$ cat src/rtl/uart_word_framer.sv
// uart_word_framer: word <-> byte framer between the debug unit and a byte-level UART core.
//   TX side splits an NB_DATA word into 1..N_BYTES bytes and sends them over the
//   byte core's start/done handshake; RX side assembles bytes into words and
//   drops a stale partial word after TIMEOUT_CYCLES idle cycles (0 = never).
// Ports:
//   i_clock, i_reset            clock, asynchronous active-high reset
//   i_tx_data, i_tx_n_bytes     word to send and byte count (0 or >N_BYTES = all)
//   i_tx_start                  send request, accepted only while o_tx_busy=0
//   o_tx_busy, o_tx_done_pulse  transfer in progress / finished
//   o_byte_tx_data/_start       byte and 1-cycle start pulse to the UART TX core
//   i_byte_tx_done              1-cycle pulse from the UART TX core
//   i_byte_rx_data/_done        byte and valid pulse from the UART RX core
//   o_rx_word, o_rx_word_valid  last complete word and its update pulse
//   o_rx_timeout_pulse          a partial word was discarded
module uart_word_framer #(
    parameter int NB_DATA        = 32,
    parameter int NB_BYTE        = 8,
    parameter bit LSB_FIRST      = 1'b1,
    parameter int TIMEOUT_CYCLES = 65535,
    localparam int N_BYTES       = NB_DATA / NB_BYTE,
    localparam int NB_CNT        = $clog2(N_BYTES + 1)
) (
    input  logic               i_clock,
    input  logic               i_reset,
    input  logic [NB_DATA-1:0] i_tx_data,
    input  logic [NB_CNT-1:0]  i_tx_n_bytes,
    input  logic               i_tx_start,
    output logic               o_tx_busy,
    output logic               o_tx_done_pulse,
    output logic [NB_BYTE-1:0] o_byte_tx_data,
    output logic               o_byte_tx_start,
    input  logic               i_byte_tx_done,
    input  logic [NB_BYTE-1:0] i_byte_rx_data,
    input  logic               i_byte_rx_done,
    output logic [NB_DATA-1:0] o_rx_word,
    output logic               o_rx_word_valid,
    output logic               o_rx_timeout_pulse
);

    localparam logic [1:0] ST_IDLE = 2'd0;
    localparam logic [1:0] ST_SEND = 2'd1;
    localparam logic [1:0] ST_WAIT = 2'd2;
    localparam logic [1:0] ST_DONE = 2'd3;

    localparam int NB_IDLE =
        (TIMEOUT_CYCLES > 0) ? $clog2(TIMEOUT_CYCLES + 1) : 1;
    localparam bit TO_EN = (TIMEOUT_CYCLES != 0);
    localparam logic [NB_IDLE:0] TO_VAL = (NB_IDLE + 1)'(TIMEOUT_CYCLES);

    localparam logic [NB_CNT-1:0] CNT_FULL = NB_CNT'(N_BYTES);
    localparam logic [NB_CNT-1:0] CNT_LAST = NB_CNT'(N_BYTES - 1);
    localparam logic [NB_CNT-1:0] CNT_ONE  = NB_CNT'(1);

    // Byte that goes out next from a TX shift register.
    function automatic logic [NB_BYTE-1:0] head_byte(
        input logic [NB_DATA-1:0] w
    );
        if (LSB_FIRST) begin
            return w[NB_BYTE-1:0];
        end else begin
            return w[NB_DATA-1 -: NB_BYTE];
        end
    endfunction

    // Shift register contents after the head byte has been sent.
    function automatic logic [NB_DATA-1:0] drop_head(
        input logic [NB_DATA-1:0] w
    );
        if (LSB_FIRST) begin
            return w >> NB_BYTE;
        end else begin
            return w << NB_BYTE;
        end
    endfunction

    // ------------------------------------------------------------------
    // TX path
    // ------------------------------------------------------------------
    logic [1:0]         state_q, state_d;
    logic [NB_DATA-1:0] tx_sh_q, tx_sh_d;
    logic [NB_CNT-1:0]  rem_q,   rem_d;
    logic [NB_BYTE-1:0] byte_q,  byte_d;
    logic [NB_CNT-1:0]  n_eff;
    logic [NB_DATA-1:0] tx_sh_next;

    always_comb begin
        if (i_tx_n_bytes == '0 || i_tx_n_bytes > CNT_FULL) begin
            n_eff = CNT_FULL;
        end else begin
            n_eff = i_tx_n_bytes;
        end
    end

    always_comb begin
        state_d    = state_q;
        tx_sh_d    = tx_sh_q;
        rem_d      = rem_q;
        byte_d     = byte_q;
        tx_sh_next = drop_head(tx_sh_q);
        case (state_q)
            ST_IDLE: begin
                if (i_tx_start) begin
                    tx_sh_d = i_tx_data;
                    rem_d   = n_eff;
                    byte_d  = head_byte(i_tx_data);
                    state_d = ST_SEND;
                end
            end
            ST_SEND: begin
                state_d = ST_WAIT;
            end
            ST_WAIT: begin
                // byte_q only changes when the next SEND is entered, so the
                // byte core sees stable data for the whole wait.
                if (i_byte_tx_done) begin
                    tx_sh_d = tx_sh_next;
                    rem_d   = rem_q - CNT_ONE;
                    if (rem_q == CNT_ONE) begin
                        state_d = ST_DONE;
                    end else begin
                        byte_d  = head_byte(tx_sh_next);
                        state_d = ST_SEND;
                    end
                end
            end
            ST_DONE: begin
                state_d = ST_IDLE;
            end
            default: begin
                state_d = ST_IDLE;
            end
        endcase
    end

    always_ff @(posedge i_clock or posedge i_reset) begin
        if (i_reset) begin
            state_q <= ST_IDLE;
            tx_sh_q <= '0;
            rem_q   <= '0;
            byte_q  <= '0;
        end else begin
            state_q <= state_d;
            tx_sh_q <= tx_sh_d;
            rem_q   <= rem_d;
            byte_q  <= byte_d;
        end
    end

    assign o_tx_busy       = (state_q != ST_IDLE);
    assign o_tx_done_pulse = (state_q == ST_DONE);
    assign o_byte_tx_start = (state_q == ST_SEND);
    assign o_byte_tx_data  = byte_q;

    // ------------------------------------------------------------------
    // RX path
    // ------------------------------------------------------------------
    logic [NB_CNT-1:0]  rx_cnt_q, rx_cnt_d;
    logic [NB_DATA-1:0] rx_sh_q,  rx_sh_d;
    logic [NB_IDLE-1:0] idle_q,   idle_d;
    logic [NB_DATA-1:0] word_q,   word_d;
    logic               valid_q,  valid_d;
    logic               tout_q,   tout_d;
    logic [NB_DATA-1:0] rx_asm;
    logic [NB_IDLE:0]   idle_inc;

    always_comb begin
        rx_cnt_d = rx_cnt_q;
        rx_sh_d  = rx_sh_q;
        idle_d   = idle_q;
        word_d   = word_q;
        valid_d  = 1'b0;
        tout_d   = 1'b0;
        rx_asm   = rx_sh_q;
        idle_inc = {1'b0, idle_q} + (NB_IDLE + 1)'(1);

        // Slot for the incoming byte is its arrival index, counted from
        // the LSB end or the MSB end depending on the byte order.
        for (int i = 0; i < N_BYTES; i++) begin
            if (rx_cnt_q == NB_CNT'(i)) begin
                if (LSB_FIRST) begin
                    rx_asm[i*NB_BYTE +: NB_BYTE] = i_byte_rx_data;
                end else begin
                    rx_asm[(N_BYTES-1-i)*NB_BYTE +: NB_BYTE] = i_byte_rx_data;
                end
            end
        end

        if (i_byte_rx_done) begin
            // A byte arriving on the timeout cycle wins over the timeout.
            idle_d = '0;
            if (rx_cnt_q == CNT_LAST) begin
                word_d   = rx_asm;
                valid_d  = 1'b1;
                rx_cnt_d = '0;
                rx_sh_d  = '0;
            end else begin
                rx_sh_d  = rx_asm;
                rx_cnt_d = rx_cnt_q + CNT_ONE;
            end
        end else if (TO_EN && rx_cnt_q != '0) begin
            if (idle_inc == TO_VAL) begin
                tout_d   = 1'b1;
                rx_cnt_d = '0;
                rx_sh_d  = '0;
                idle_d   = '0;
            end else begin
                idle_d = idle_inc[NB_IDLE-1:0];
            end
        end
    end

    always_ff @(posedge i_clock or posedge i_reset) begin
        if (i_reset) begin
            rx_cnt_q <= '0;
            rx_sh_q  <= '0;
            idle_q   <= '0;
            word_q   <= '0;
            valid_q  <= 1'b0;
            tout_q   <= 1'b0;
        end else begin
            rx_cnt_q <= rx_cnt_d;
            rx_sh_q  <= rx_sh_d;
            idle_q   <= idle_d;
            word_q   <= word_d;
            valid_q  <= valid_d;
            tout_q   <= tout_d;
        end
    end

    assign o_rx_word          = word_q;
    assign o_rx_word_valid    = valid_q;
    assign o_rx_timeout_pulse = tout_q;

endmodule

$ cat config.mk
export PLATFORM = sky130hd
export DESIGN_NAME = uart_word_framer
export DESIGN_NICKNAME = d
export VERILOG_FILES = /design/src/rtl/uart_word_framer.sv
export SDC_FILE = /design/constraint.sdc
export NUM_CORES = 1
export LEC_CHECK = 0
export CAP_MARGIN = 10
export CORE_MARGIN = 3
export CORE_UTILIZATION = 48
export DETAILED_ROUTE_END_ITERATION = 10
export GPL_TIMING_DRIVEN = 1
export HOLD_SLACK_MARGIN = 0.12
export PLACE_DENSITY = 0.76
export SYNTH_ARGS = -nofsm -noshare
export SYNTH_HDL_FRONTEND = slang
export SYNTH_SLANG_ARGS = --single-unit
export TNS_END_PERCENT = 50
$ cat constraint.sdc
create_clock -name i_clock -period 4.2 [get_ports i_clock]
set_input_delay 1.26 -clock i_clock [delete_from_list [all_inputs] [get_ports i_clock]]
set_output_delay 1.26 -clock i_clock [all_outputs]
set_load 0.02 [all_outputs]
# Word-level counts from Yosys, hierarchy flattened
# Index checks and enable logic that the tools add are counted.
totals:
  ram_bits: 0
  reg_bits: 130
  output_inout_bits: 45
  latchBits: 0
  wordCells: 74
  n_memories: 0
  romBits: 0
op_classes:
  n_div: 0
  eq_ne: 11
  bitwise_logic: 0
  mux: 35
  order_cmp: 1
  addsub: 3
  multipliers: 0
  reduce_logical: 14
  n_shift: 0
op_table:
  columns: ["op", "n"]
  rows:
  - ["32-bit two-way mux", 6]
  - ["16-bit two-way mux", 4]
  - ["32-bit case mux with 2 select lines", 1]
  - ["8-bit two-way mux", 6]
  - ["3-bit two-way mux", 7]
  - ["16-bit by 1-bit adder with 17-bit output (second input constant)", 1]
  - ["17-bit by 16-bit == test with 1-bit output (second input constant)", 1]
  - ["8-bit case mux with 2 select lines", 1]
  - ["2-bit case mux with 4 select lines", 1]
  - ["2-bit nonzero test", 4]
  - ["3-bit by 1-bit == test with 1-bit output (second input constant)", 2]
  - ["3-bit by 2-bit == test with 1-bit output (second input constant)", 2]
  - ["3-bit logical NOT", 2]
  - ["2-bit two-way mux", 3]
  - ["2-bit inequality test (second input constant)", 3]
  - ["3-bit case mux with 2 select lines", 1]
  - ["2-bit AND reduction", 3]
  - ["1-bit two-way mux", 5]
  - ["2-bit == test (second input constant)", 2]
  - ["4-bit AND reduction", 1]
  - ["3-bit by 1-bit adder with 3-bit output (second input constant)", 1]
  - ["3-bit greater-than comparator (second input constant)", 1]
  - ["3-bit AND reduction", 1]
  - ["3-bit nonzero test", 1]
  - ["other kinds (4)", 4]

# Logic depth before layout (Yosys ltp)
# Gate-level depths: netlist of run 1.
depth:
  depth_word: 5
  mapped_depth: 9
  mapped_depth_nobuf: 7

# Worst setup path before layout of run 1
# OpenSTA, ideal clock, no wires.
synth_path:
  kind: "input -> register"
  startpoint: "input i_byte_tx_done"
  endpoint: "register byte_q[0] (netlist: o_byte_tx_data[0])"
  cell_stages: 8
  required_time_ns: 4.123
  t_arrival_ns: 2.513
  path_buffers: 2
  setup_time_ns: 0.077
  path_slack_ns: 1.609
  path_cell_list: "mux2i_1 > or2_2 > clkbuf_1 > inv_1 > o21a_1 > clkbuf_1 > nor2_1 > a21oi_1"
synth_via:
  elab_chain_cells: 2
synth_rtl:
  columns: ["item", "line", "rtl"]
  rows:
  - ["from (decl)", "32", "input logic i_byte_tx_done,"]
  - ["2-bit inequality test (no source line)", null, null]
  - ["4-bit AND reduction (no source line)", null, null]
  - ["to (signal assigned)", "145", "byte_q <= byte_d;"]
  - ["to (decl)", "82", "logic [NB_BYTE-1:0] byte_q, byte_d;"]
# Every way passes these cells.
# A chain may end at the register's enable or synchronous reset.

# Worst setup path after layout of run 1
layout_path:
  startpoint: "register idle_q[0]"
  endpoint: "register rx_cnt_q[0]"
layout_via:
  elab_chain_cells: 4
layout_rtl:
  columns: ["item", "line", "rtl"]
  rows:
  - ["from (decl)", "159", "logic [NB_IDLE-1:0] idle_q, idle_d;"]
  - ["from (signal assigned)", "223", "idle_q <= idle_d;"]
  - ["16-bit by 1-bit adder with 17-bit output", "174", "idle_inc = {1'b0, idle_q} + (NB_IDLE + 1)'(1);"]
  - ["17-bit by 16-bit == test with 1-bit output", "201", "if (idle_inc == TO_VAL) begin"]
  - ["2-bit nonzero test (no source line)", null, null]
  - ["2-bit AND reduction (no source line)", null, null]
  - ["to (signal assigned)", "221", "rx_cnt_q <= rx_cnt_d;"]
  - ["to (decl)", "157", "logic [NB_CNT-1:0] rx_cnt_q, rx_cnt_d;"]
# Every way passes these cells.

==> results of run 1 <==
cells in the mapped netlist, drive strengths merged, types with 2 or more instances:
cell type,instances
a21oi,19
a22o,9
a22oi,8
a31oi,6
and2,5
buf,17
clkbuf,25
dfrtp,114
ha,9
inv,28
mux2i,54
nand2,84
nand2b,6
nand3,27
nand3b,4
nand4,5
nor2,20
nor2b,4
nor3,9
nor4,7
o21ai,62
o22ai,18
o31ai,9
o41ai,2
or2,4
xnor2,2
layout make-up:
cell class                 count  area share, %
sequential                   114           39.1
clock buffer                  22           6.51
timing repair buffer         100           13.5
multi-input combinational    387           34.8
tap                          143           2.45
inverter                      29           1.54
clock inverter                 9           2.11
stage by stage:
stage	std cells	instance area (um2)	util [%]	power [uW]
4_1_cts	804	7290	63.3	5220
5_1_grt	804	7290	63.3	5490
3_5_place_dp	773	6660	57.8	3660
6_report	804	7290	63.3	5180
2_1_floorplan	572	5690	-	2970
3_3_place_gp	773	6660	57.8	3570
power breakdown:
part / switching, uW / leakage, uW / internal, uW
Clock: 494 / 0.000302 / 1030
Sequential: 298 / 0.00146 / 1540
Combinational: 1010 / 0.00156 / 815
metal layers:
layer  global-route usage [%]  vias up  share of wire (%)
met5                        0        -                  0
met4                     7.28        0               0.97
met3                     5.58       13                5.6
met2                     34.5      139                 49
met1                     27.8     2248                 44
li1                         -     2162                  -
placed cells by master (no fill, tap or decap), types with 11 or more instances in the layout:
master           Yosys  routed
dfrtp_1            114     114
clkdlybuf4s50_1      0      92
nand2_1             84      84
mux2i_1             54      54
o21ai_0             51      51
inv_1               28      27
nand3_1             27      27
nor2_1              19      19
a21oi_1             19      19
clkbuf_16            0      17
o21ai_1             11      11
worst min-delay path, stage by stage (launching register included):
cell and delay (ns):
dfrtp_1 0.33, nand2_1 0.05, o21ai_0 0.06
final timing paths:
path                             startpoint       endpoint  cells past startpoint
worst max-delay path              idle_q[0]    rx_cnt_q[0]                      7
worst min-delay path            tx_sh_q[17]    tx_sh_q[17]                      2
worst max register to register    idle_q[0]    rx_cnt_q[0]                      7
worst min register to register  tx_sh_q[17]    tx_sh_q[17]                      2
max in group asynchronous           i_reset  o_rx_word[19]                      3
min in group asynchronous           i_reset     idle_q[11]                      3
cells by family after synthesis:
family,synth area share [%]
AO/OA/AOI/OAI,16.4
XOR/XNOR,0.462
adder cells (fa/ha/maj),1.98
AND/OR/NAND/NOR,16.2
buffers and inverters,5.35
multiplexers,9.50
flip-flops,50.2
state kept, by name, indices dropped and copies added (netlist names):
register and flops:
state_q 2, tx_sh_q 24, o_rx_word 32, rx_cnt_q 3
rx_sh_q 24, o_rx_word_valid 1, rem_q 3, o_byte_tx_data 8
o_rx_timeout_pulse 1, idle_q 16
==> results.sh, run 1 <==
export IMPL_outcome="complete, no violations"
export IMPL_place_congestion=0.841
export IMPL_cts_sinks=114
export IMPL_drc_errors=0
export IMPL_syn_cell_area_mm2=0.00569
export IMPL_dr_total_vias=4562
export IMPL_min_path_type="reg2reg"
export IMPL_detail_route_first_pass_iterations=5
export IMPL_worstPathCellList="ha_1 > nor2b_1 > nand2_1 > a2111oi_4 > nand4bb_4 > o31ai_4 > mux2i_1"
export IMPL_ys_async_sr_fraction_pct=100
export IMPL_path_max_fanout=17
export IMPL_p_leak_uw=0.00332
export IMPL_cts_made_buffers=17
export IMPL_worst_skew_pair_late_latency_ns=0.41
export IMPL_synth_area_top_cells="dfrtp_1 50%, mux2i_1 9.5%, nand2_1 5.5%"
export IMPL_regArea_mm2=0.00285
export IMPL_wire_per_inst_um=17.0
export IMPL_nNetsFinal=706
export IMPL_hold_ws_ns=0.480
export IMPL_syn_avg_cell_area_um2=9.94
export IMPL_cap_violations=0
export IMPL_antenna_found_initial=0
export IMPL_n_fill_cell=896
export IMPL_rsz0062_at_grt="false"
export IMPL_period_share_pct=75.2
export IMPL_yosys_warnings=0
export IMPL_synth_cells=572
export IMPL_die_h_um=115
export IMPL_worst_slew_pin_slew_ns=0.998
export IMPL_synth_ff_type="dfrtp_1"
export IMPL_setup_viol_count_final=0
export IMPL_yosysSeqAreaShare_pct=50.2
export IMPL_synth_edf_count=0
export IMPL_cp_arrival_ns=3.39
export IMPL_num_io_pins=93
export IMPL_cts_tree="built"
export IMPL_routed_via_density=5.67
export IMPL_die_w_um=115
export IMPL_clkTransAtPathRegs_ns=0.05
export IMPL_crit_family="compound AO/OA/AOI/OAI gates"
export IMPL_root_buffer="clkbuf_16"
export IMPL_synth_nets=629
export IMPL_pre_cts_ws_ns=0.859
export IMPL_synth_distinct_cells=52
export IMPL_drive_gt1_share_pct=9.53
export IMPL_cp_end_kind="flop"
export IMPL_cts_htree_levels=4
export IMPL_drt_iter0_drc=567
export IMPL_overflow=0
export IMPL_post_cts_resize_count=0
export IMPL_core_area_mm2=0.0115
export IMPL_die_area_mm2=0.0132
export IMPL_critPathMaxStageDelay_ns=0.87
export IMPL_post_cts_buffers=0
export IMPL_path_buf_inv=0
export IMPL_worstSetupStartpointType="flop"
export IMPL_start_util_pct=49.4
export IMPL_hold_buffers=0
export IMPL_yosys_register_bits=114
export IMPL_cp_slowest_cell="o31ai_4"
export IMPL_finalSetupTns_ns=0
export IMPL_num_antenna_cells=0
export IMPL_critPathKind="reg2reg"
export IMPL_synth_top_cell_by_area="dfrtp_1"
export IMPL_period_needed_ns=3.16
export IMPL_wl_um=13700
export IMPL_grt_pass1_wl_um=22200
export IMPL_relSlewSlack_pct=33.0
export IMPL_synth_top_area_share_pct=50.2
export IMPL_max_vdd_ir_drop_mv=0.347
export IMPL_ant_nets=0
export IMPL_cts_buffer_depth=2
export IMPL_rows=39
export IMPL_r2r_setup_slack_ns=1.04
export IMPL_hold_viol_final=0
export IMPL_skew_ns=0.00682
export IMPL_grt_pass1_vias=4495
export IMPL_fmax_mhz=317
export IMPL_syn2layout_area_growth_pct=28.2
export IMPL_grtUsageTotal_pct=21.3
export IMPL_port_buffers=92
export IMPL_slew_viol_final=0
export IMPL_required_ns=4.43
export IMPL_multi_input_area_mm2=0.00254
export IMPL_power_density_mw_per_mm2=711
export IMPL_grt_max_degree=63
export IMPL_worst_slack_ns=1.04
export IMPL_hpwl_um=9010
Power figures use the tool's default switching activity.
==> run 2, diff against run 1 <==
--- a/config.mk
+++ b/config.mk
@@ -7,11 +7,11 @@
 export LEC_CHECK = 0
 export CAP_MARGIN = 10
 export CORE_MARGIN = 3
-export CORE_UTILIZATION = 48
+export CORE_UTILIZATION = 54
 export DETAILED_ROUTE_END_ITERATION = 10
 export GPL_TIMING_DRIVEN = 1
 export HOLD_SLACK_MARGIN = 0.12
-export PLACE_DENSITY = 0.76
+export PLACE_DENSITY = 0.81
 export SYNTH_ARGS = -nofsm -noshare
 export SYNTH_HDL_FRONTEND = slang
 export SYNTH_SLANG_ARGS = --single-unit
==> constraint.sdc (replaced) <==
create_clock -name i_clock -period 3 [get_ports i_clock]
set_input_delay 0.9 -clock i_clock [delete_from_list [all_inputs] [get_ports i_clock]]
set_output_delay 0.9 -clock i_clock [all_outputs]
set_load 0.02 [all_outputs]
==> run 2 against run 1 <==
Compared with the run above: first-iteration DRC count decreased by 35%; wire length increased by 2.7%; critical endpoint is now o_tx_busy; power increased by 41%; global-route usage increased by 3.2 points; combinational power increased by 45%; register-to-register slack got worse by 0.70 ns; largest power group is now combinational cells; critical path depth decreased by 5.
==> results.sh, run 2 (synthesis gave the netlist of run 1 again) <==
export IMPL_antenna_found_initial=0
export IMPL_fin_area_mm2=0.00734
export IMPL_fmax_mhz=371
export IMPL_dpl_cell_count=770
export IMPL_power_density_mw_per_mm2=994
export IMPL_worstSetupStartpointType="flop"
export IMPL_n_fill_cell=706
export IMPL_place_congestion=0.903
export IMPL_critPathMaxStageDelay_ns=0.54
export IMPL_syn2layout_area_growth_pct=29.1
export IMPL_cts_sinks=114
export IMPL_cts_tree="built"
export IMPL_final_cell_mix="114 x dfrtp_1, 92 x clkdlybuf4s50_1, 84 x nand2_1"
export IMPL_rsz0062_at_grt="false"
export IMPL_max_vdd_ir_drop_mv=0.610
export IMPL_period_needed_ns=2.69
export IMPL_outcome="complete, no violations"
export IMPL_layout_commonest_cell="dfrtp_1"
export IMPL_core_area_mm2=0.0100
export IMPL_critPathKind="reg2out"
export IMPL_fin_cells=802
export IMPL_clkTransAtPathRegs_ns=0.06
export IMPL_setup_viol_count_final=0
export IMPL_grt_max_degree=58
export IMPL_final_util_pct=73.4
export IMPL_critical_path_startpoint="state_q[1]"
export IMPL_cts_htree_levels=4
export IMPL_ant_nets=0
export IMPL_num_io_pins=93
export IMPL_rows=36
export IMPL_die_h_um=109
export IMPL_wl_um=14000
export IMPL_path_max_fanout=5
export IMPL_skew_ns=0.00624
export IMPL_relSlewSlack_pct=57.8
export IMPL_cap_violations=0
export IMPL_nNetsFinal=713
export IMPL_p_leak_uw=0.00335
export IMPL_post_cts_resize_count=0
export IMPL_dr_total_vias=4661
export IMPL_r2r_start="idle_q[1]"
export IMPL_worstPathCellList="or2_2 > clkdlybuf4s50_1"
export IMPL_drive_gt1_share_pct=10.8
export IMPL_hpwl_um=9110
export IMPL_root_buffer="clkbuf_8"
export IMPL_num_antenna_cells=0
export IMPL_period_share_pct=89.8
export IMPL_min_path_type="reg2reg"
export IMPL_finalSetupTns_ns=0
export IMPL_die_w_um=109
export IMPL_routed_via_density=5.81
export IMPL_wire_per_inst_um=17.5
export IMPL_grtUsageTotal_pct=24.5
export IMPL_hold_buffers=0
export IMPL_largest_reg_flops=32
export IMPL_drc_errors=0
export IMPL_post_cts_buffers=0
export IMPL_worst_slew_pin_slew_ns=0.630
export IMPL_cp_slowest_cell="clkdlybuf4s50_1"
export IMPL_cp_arrival_ns=1.79
export IMPL_cp_end_kind="output pin"
export IMPL_grt_pass1_vias=4549
export IMPL_required_ns=2.10
export IMPL_port_buffers=92
export IMPL_overflow=0
export IMPL_cts_made_buffers=17
export IMPL_worst_skew_pair_late_latency_ns=0.51
export IMPL_placed_area_mm2=0.00673
export IMPL_grt_pass1_wl_um=22700
export IMPL_hp_start="tx_sh_q[20]"
export IMPL_cts_buffer_depth=2
export IMPL_slew_viol_final=0
export IMPL_detail_route_first_pass_iterations=5
export IMPL_die_area_mm2=0.0118
export IMPL_drt_iter0_drc=369
export IMPL_start_util_pct=56.9
export IMPL_hold_viol_final=0
==> run 2: changes by cell type in the layout (fill, tap and decap cells not counted), sizes merged <==
cell | previous run | this run
buf | 8 | 15
clkbuf | 22 | 18
clkinvlp | 3 | 4
inv | 27 | 31
==> run 2: power by group <==
| part | internal [uW] | total [uW] | switching (uW) | leakage (uW) |
|---|---|---|---|---|
| Sequential | 2150 | 2560 | 414 | 0.00146 |
| Clock | 1360 | 2110 | 750 | 0.000293 |
| Combinational | 1170 | 2630 | 1470 | 0.00160 |
| Total | 4670 | 7300 | 2630 | 0.00335 |
==> run 2: path summary, 6_finish.rpt <==
path | end | slack, ns | cells after the start
worst max-delay path | o_tx_busy | 0.31 | 2
worst min-delay path | tx_sh_q[20] | 0.48 | 2
worst max register to register | rx_sh_q[23] | 0.34 | 8
worst min register to register | tx_sh_q[20] | 0.48 | 2
max in group asynchronous | o_rx_word[2] | 1.55 | 3
min in group asynchronous | idle_q[7] | 0.81 | 2
==> run 2: layout make-up <==
type	count	area (um2)	area share (%)
multi-input cells	387	2540	34.5
well taps	133	166	2.27
repair buffers	107	1060	14.4
inverters	29	113	1.53
flip-flops and latches	114	2850	38.8
clock inverters	14	200	2.73
clock buffers	18	418	5.69
==> run 2: metal layers <==
layer / global-route usage [%] / wire (um) / part of all wire, % / up-vias
li1: - / - / - / 2179
met1: 33.4 / 6150 / 44 / 2293
met2: 40.3 / 6890 / 49 / 169
met3: 4.74 / 805 / 5.7 / 20
met4: 6.76 / 174 / 1.2 / 0
met5: 0 / 0 / 0 / -
==> run 2: through the flow <==
stage / setup WS (ns) / total power [uW] / hold WS (ns)
6_report: 0.305 / 7300 / 0.481
2_1_floorplan: 0.607 / 4150 / 0.449
5_1_grt: 0.153 / 7700 / 0.504
4_1_cts: 0.283 / 7340 / 0.483
3_3_place_gp: 0.361 / 5020 / 0.462
3_5_place_dp: 0.221 / 5160 / 0.467
==> run 2: critical path: cells and delay by family, from the launching register on <==
| kind | cells | cell delay (ns) |
|---|---|---|
| flip-flops | 1 | 0.44 |
| AND/OR/NAND/NOR | 1 | 0.31 |
| buffers and inverters | 1 | 0.54 |
